[config.mk]
export PLATFORM = sky130hd
export DESIGN_NAME = maj_net_sequencer_flat
export DESIGN_NICKNAME = d
export VERILOG_FILES = /design/src/rtl/maj_net_sequencer_pkg.sv /design/src/rtl/maj_net_sequencer_if.sv /design/src/rtl/maj_net_sequencer_maj3.sv /design/src/rtl/maj_net_sequencer.sv /design/src/flat_wrapper.sv
export SDC_FILE = /design/constraint.sdc
export NUM_CORES = 1
export LEC_CHECK = 0
export BUFFER_PORTS_ARGS = -buffer_cell sky130_fd_sc_hd__clkbuf_2
export CAP_MARGIN = 20
export CORE_MARGIN = 8
export CORE_UTILIZATION = 55
export CTS_BUF_LIST = sky130_fd_sc_hd__clkbuf_4 sky130_fd_sc_hd__clkbuf_8
export CTS_CLUSTER_SIZE = 25
export DETAILED_ROUTE_END_ITERATION = 8
export PLACE_DENSITY = 0.75
export SETUP_SLACK_MARGIN = 0.3
export SYNTH_ARGS = -nofsm -noshare
export SYNTH_HDL_FRONTEND = slang
export SYNTH_HIERARCHICAL = 1
export SYNTH_SLANG_ARGS = --single-unit
export TNS_END_PERCENT = 100
[constraint.sdc]
create_clock -name clk -period 11.07 [get_ports clk]
set_input_delay 2.214 -clock clk [delete_from_list [all_inputs] [get_ports clk]]
set_output_delay 2.214 -clock clk [all_outputs]
set_load 0.01 [all_outputs]
[src/rtl/maj_net_sequencer_pkg.sv]
// maj_net_pkg: operand select encoding, program word layout and sequencer states
package maj_net_pkg;
  localparam int MAX_GATES = 16;
  localparam int SEL_W = 5;
  localparam int OP_W = 6;
  localparam logic [SEL_W-1:0] SEL_CONST0 = 5'd0;
  localparam logic [SEL_W-1:0] SEL_X0 = 5'd1;
  localparam logic [SEL_W-1:0] SEL_G0 = 5'd8;
  localparam logic [SEL_W-1:0] SEL_RSVD = 5'd24;
  typedef struct packed {
    logic inv;
    logic [SEL_W-1:0] sel;
  } operand_t;
  typedef struct packed {
    operand_t c;
    operand_t b;
    operand_t a;
  } gate_word_t;
  typedef enum logic [1:0] {IDLE, EVAL, EMIT, DONE} state_t;
endpackage

[src/rtl/maj_net_sequencer_if.sv]
// maj_net_sequencer_if: result bit stream, one minterm per valid/ready handshake
interface maj_net_sequencer_if;
  logic res_valid;
  logic res_ready;
  logic [6:0] res_idx;
  logic res_bit;
  modport master(output res_valid, res_idx, res_bit, input res_ready);
  modport slave(input res_valid, res_idx, res_bit, output res_ready);
endinterface

[src/rtl/maj_net_sequencer_maj3.sv]
// maj3_unit: the single shared three-input majority gate
module maj3_unit (
  input  logic i_a,
  input  logic i_b,
  input  logic i_c,
  output logic o_y
);
  assign o_y = (i_a & i_b) | (i_a & i_c) | (i_b & i_c);
endmodule

[src/rtl/maj_net_sequencer.sv]
// maj_net_sequencer: sweeps all 128 minterms through a MIG program, one gate per cycle
module maj_net_sequencer
  import maj_net_pkg::*;
(
  input  logic                        clk,
  input  logic                        rst_n,
  input  logic                        prog_we,
  input  logic [3:0]                  prog_addr,
  input  logic [17:0]                 prog_data,
  input  logic [4:0]                  num_gates,
  input  logic [4:0]                  out_sel,
  input  logic                        out_inv,
  input  logic                        start,
  output logic                        busy,
  output logic                        done,
  output logic                        err,
  maj_net_sequencer_if.master         res,
  output logic [127:0]                tt
);
  state_t r_state;
  gate_word_t r_prog [MAX_GATES];
  logic [4:0] r_num, r_out_sel;
  logic r_out_inv, r_err;
  logic [3:0] r_gi;
  logic [6:0] r_m;
  logic [15:0] r_g;
  logic [127:0] r_tt;
  gate_word_t w_gw;
  logic [1:0] w_a, w_b, w_c, w_o;
  logic w_maj;
  logic [4:0] w_num;
  // returns {illegal, value}; g_j is legal only below lim, and illegal reads yield 0
  function automatic logic [1:0] fetch(operand_t op, logic [4:0] lim, logic [6:0] m, logic [15:0] g);
    logic [4:0] d;
    logic [7:0] xs;
    logic ill, src;
    d = op.sel - SEL_G0;
    xs = {m, 1'b0};
    ill = op.sel >= SEL_RSVD || (op.sel >= SEL_G0 && d >= lim);
    src = op.sel < SEL_G0 ? xs[op.sel[2:0]] : g[d[3:0]];
    return {ill, ill ? 1'b0 : op.inv ^ src};
  endfunction
  assign w_num = num_gates > 5'(MAX_GATES) ? 5'(MAX_GATES) : num_gates;
  assign w_gw = r_prog[r_gi];
  assign w_a = fetch(w_gw.a, {1'b0, r_gi}, r_m, r_g);
  assign w_b = fetch(w_gw.b, {1'b0, r_gi}, r_m, r_g);
  assign w_c = fetch(w_gw.c, {1'b0, r_gi}, r_m, r_g);
  assign w_o = fetch({r_out_inv, r_out_sel}, r_num, r_m, r_g);
  maj3_unit u_maj (.i_a(w_a[0]), .i_b(w_b[0]), .i_c(w_c[0]), .o_y(w_maj));
  assign busy = r_state == EVAL || r_state == EMIT;
  assign done = r_state == DONE;
  assign err = r_err;
  assign tt = r_tt;
  assign res.res_valid = r_state == EMIT;
  assign res.res_idx = r_m;
  assign res.res_bit = r_state == EMIT && w_o[0];
  always_ff @(posedge clk) begin
    if (prog_we && r_state == IDLE) r_prog[prog_addr] <= gate_word_t'(prog_data);
  end
  always_ff @(posedge clk or negedge rst_n) begin
    if (!rst_n) begin
      r_state <= IDLE;
      r_num <= '0;
      r_out_sel <= '0;
      r_out_inv <= 1'b0;
      r_err <= 1'b0;
      r_gi <= '0;
      r_m <= '0;
      r_g <= '0;
      r_tt <= '0;
    end else begin
      case (r_state)
        IDLE: if (start) begin
          r_num <= w_num;
          r_out_sel <= out_sel;
          r_out_inv <= out_inv;
          r_err <= 1'b0;
          r_m <= '0;
          r_gi <= '0;
          r_state <= w_num == 5'd0 ? EMIT : EVAL;
        end
        EVAL: begin
          r_g[r_gi] <= w_maj;
          r_err <= r_err | w_a[1] | w_b[1] | w_c[1];
          r_gi <= r_gi + 4'd1;
          if ({1'b0, r_gi} == r_num - 5'd1) r_state <= EMIT;
        end
        EMIT: begin
          r_err <= r_err | w_o[1];
          if (res.res_ready) begin
            r_tt[r_m] <= w_o[0];
            r_m <= r_m + 7'd1;
            r_gi <= '0;
            r_state <= r_m == 7'd127 ? DONE : r_num == 5'd0 ? EMIT : EVAL;
          end
        end
        default: r_state <= IDLE;
      endcase
    end
  end
endmodule

[src/flat_wrapper.sv]
// flat-port wrapper written by rule: the top's interface ports become plain ports
module maj_net_sequencer_flat import maj_net_pkg::*;
  (clk, rst_n, prog_we, prog_addr, prog_data, num_gates, out_sel, out_inv, start, busy, done, err, tt, res_res_valid, res_res_idx, res_res_bit, res_res_ready);
  maj_net_sequencer_if res_i ();
  input  logic clk;
  input  logic rst_n;
  input  logic prog_we;
  input  logic [3:0] prog_addr;
  input  logic [17:0] prog_data;
  input  logic [4:0] num_gates;
  input  logic [4:0] out_sel;
  input  logic out_inv;
  input  logic start;
  output logic busy;
  output logic done;
  output logic err;
  output logic [127:0] tt;
  output wire logic [$bits(res_i.res_valid)-1:0] res_res_valid;
  output wire logic [$bits(res_i.res_idx)-1:0] res_res_idx;
  output wire logic [$bits(res_i.res_bit)-1:0] res_res_bit;
  input wire logic [$bits(res_i.res_ready)-1:0] res_res_ready;
  assign res_res_valid = res_i.res_valid;
  assign res_res_idx = res_i.res_idx;
  assign res_res_bit = res_i.res_bit;
  assign res_i.res_ready = res_res_ready;
  maj_net_sequencer u_core (.clk(clk), .rst_n(rst_n), .prog_we(prog_we), .prog_addr(prog_addr), .prog_data(prog_data), .num_gates(num_gates), .out_sel(out_sel), .out_inv(out_inv), .start(start), .busy(busy), .done(done), .err(err), .res(res_i), .tt(tt));
endmodule
==> results.toml <==
[worst_hold_path]
min-delay-start = "u_core/tt[28]"
min_delay_worst_endpoint = "u_core/tt[28]"
min_delay_path_depth = 2
hp-class = "register to register"

[power]
p_total_mw = 4.546
powerDensity_nw_per_um2 = 199.0
peakVddDrop_uv = 120.9
leakage_nw = 8.719

[synth]
seq_area_frac_synth_pct = 64.20
syn_nets = 1502
synthesis.area_um2 = 20060
synth.most_common_cell = "edfxtp_1"
yosys_warnings = 6
syn_avg_cell_area_um2 = 14.07
ys.flop_type = "edfxtp_1"
yosysUniqueCellTypes = 73
synth_cells = 1425
synth_common_cells = "edfxtp_1 (288), nand2_1 (180), dfrtp_1 (169)"
synth.area.top_cells = "edfxtp_1 (43%), dfrtp_1 (21%), mux4_2 (8.9%)"
synth-seq-cells = 457
synth_edf_count = 288
synth.largest_area_cell = "edfxtp_1"
synthDominantCellAreaShare_pct = 43.12
synthArstFlopShare_pct = 36.98

[run_status]
outcome = "finished, final reports clean"

[setup_path]
cp.arrival_ps = 2940
cp-end-kind = "output pin"
path_cells = "inv_1 > ha_1 > nand2b_1 > a21o_1 > a21o_1 > a21o_1 > a21oi_1 > nor2_1 > nor2_1 > and3_1 > clkbuf_2"
cp_max_fo = 7
start_kind = "register"
crit_path_top_delay_cell = "dfrtp_1"
r2r-start = "u_core/r_gi[3]"
rr_endpoint = "u_core/r_g[9]"
path_common_cell = "a21o_1"
crit_required_ps = 8860
ff2ff_setup_slack_ps = 6060
path_class = "register to output pin"
reg2regPathDepth = 13
cp_slowest_stage_delay_ps = 520

[timing]
hold_viol = 0
fin_tns_setup_ps = 0
relSlewSlack_pct = 27.22
finalCritPeriodShare_pct = 46.51
tightest_slew_ps = 1092
maxSlewViolCount = 0
setup_violations = 0
period_needed_ps = 5149
timing.hold.ws_ps = 479.0
clock_skew_ps = 19.45
rsz0062_at_grt = "no"
max_freq_mhz = 194.2

[finish]
final_cells = 2144
syn_to_final_growth_pct = 13.88
final_nets = 1698
multiInputGateArea_um2 = 6715
drive_gt1_share_pct = 27.39
nFillCells = 2660
diodes = 0
final-seq-area_um2 = 12880

[die]
io_pins = 178
start_util_pct = 55.31
die_area_um2 = 42830
die_y_um = 207.0
num_rows = 70
fp.coreArea_um2 = 36260
die_x_um = 207.0

[clock_network]
clk_pin_slew_ps = 60
cts-hold-fix-buffers = 0
cts_max_path_buffers = 3
h-tree-depth = 3
numClockSinks = 457
cts_resized = 0
cts_buffers = 73
cts_root_buf = "clkbuf_8"
post-cts-setup-buffer-count = 0
clkLatencyLatePin_ps = 610
tritoncts = "done"

[routing]
first_pass_iters = 6
vias = 12873
first_iter_violations = 1012
drc = 0
wl_per_cell_um = 22.39
final_antenna_net_count = 0
postRouteWirelength_um = 48010
viasPerCell = 6.004

[placed_design]
gp_congestion = 0.8972
dp.cells = 2013
io_buffers = 177
hpwl_um = 30170

[global_route]
grt_start_max_net_pins = 102
grt.overflow.total = 0
grt_pass1_wl_um = 73240
grt_pass1_vias = 12811
grt.total_usage_pct = 22.43
antenna_found_initial = 3

[job]
maxCapViolations = 0
## per-layer routing
layer,up-vias,GRT usage (%),part of all wire [%]
met2,536,36.43,48
met3,100,4.666,8.4
met1,6412,29.58,41
met5,-,0,0.048
li1,5821,-,-
met4,4,8.778,2.7
## cells by family after synthesis
group / count (synthesis) / synth area share [%]
compound gates: 301 / 9.457
xor+xnor: 13 / 0.5677
buf+inv: 115 / 2.626
simple gates: 350 / 7.873
mux: 149 / 12.78
flops: 457 / 64.20
fa+ha+maj: 40 / 2.489
## worst max-delay path, delay by kind of cell, from the launching register on
family | cells | cell delay (ps)
AOI/OAI and AO/OA | 4 | 660
and+or+nand+nor | 4 | 600
DFF | 1 | 520
adders and majority gates | 1 | 280
buffers and inverters | 2 | 270
## flip-flops by register name (all words and copies together), names as in the netlist
| signal | count |
|---|---|
| u_core/r_gi | 4 |
| u_core/res.res_idx | 7 |
| u_core/r_g | 16 |
| u_core/r_state | 2 |
| u_core/r_num | 5 |
| u_core/r_out_inv | 1 |
| u_core/r_out_sel | 5 |
| u_core/r_prog | 288 |
| u_core/err | 1 |
| u_core/tt | 128 |
## metrics by stage
| step | setup slack, ps | utilization, % | instance area [um2] |
|---|---|---|---|
| 2_1_floorplan | 6740 | - | 20060 |
| 3_3_place_gp | 6250 | 58.95 | 21370 |
| 3_5_place_dp | 6160 | 58.95 | 21370 |
| 4_1_cts | 5847 | 62.92 | 22810 |
| 5_1_grt | 5686 | 62.99 | 22840 |
| 6_report | 5921 | 62.99 | 22840 |
## cell type report
cell class	instances	share of cell area (%)
clock inverter	29	0.7888
timing repair buffer	199	4.716
multi-input combinational	853	29.40
clock buffer	101	5.511
inverter	37	0.6081
sequential	457	56.41
tap	468	2.564
## power breakdown
group	switching (mW)	leakage (nW)	total [mW]	internal, mW
clock network	0.651	0.760	1.40	0.745
registers	0.106	4.93	1.99	1.88
logic	0.698	3.03	1.16	0.464
## worst max-delay path by stage
| stage | start | depth (start not counted) | slack (ps) | to |
|---|---|---|---|---|
| 2_1_floorplan | prog_addr[2] | 2 | 6740 | u_core/r_prog[0][0] |
| 3_3_place_gp | u_core/r_gi[3] | 13 | 6250 | u_core/r_g[3] |
| 3_5_place_dp | u_core/r_gi[3] | 13 | 6160 | u_core/r_g[12] |
| 4_1_cts | u_core/r_out_sel[0] | 11 | 5850 | res_res_bit |
| 5_1_grt | u_core/r_gi[1] | 14 | 5690 | u_core/r_g[13] |
| 6_report | u_core/r_out_sel[0] | 11 | 5920 | res_res_bit |
## placed cells by master (no fill, tap or decap), drive strengths merged, types with 35 or more instances in the layout
cell type / n
edfxtp: 288
clkbuf: 277
nand2: 182
dfrtp: 169
o21ai: 160
mux4: 81
o31ai: 62
nor2: 48
nand3: 40
ha: 39
inv: 37
mux2: 35
Power figures use the tool's default switching activity.
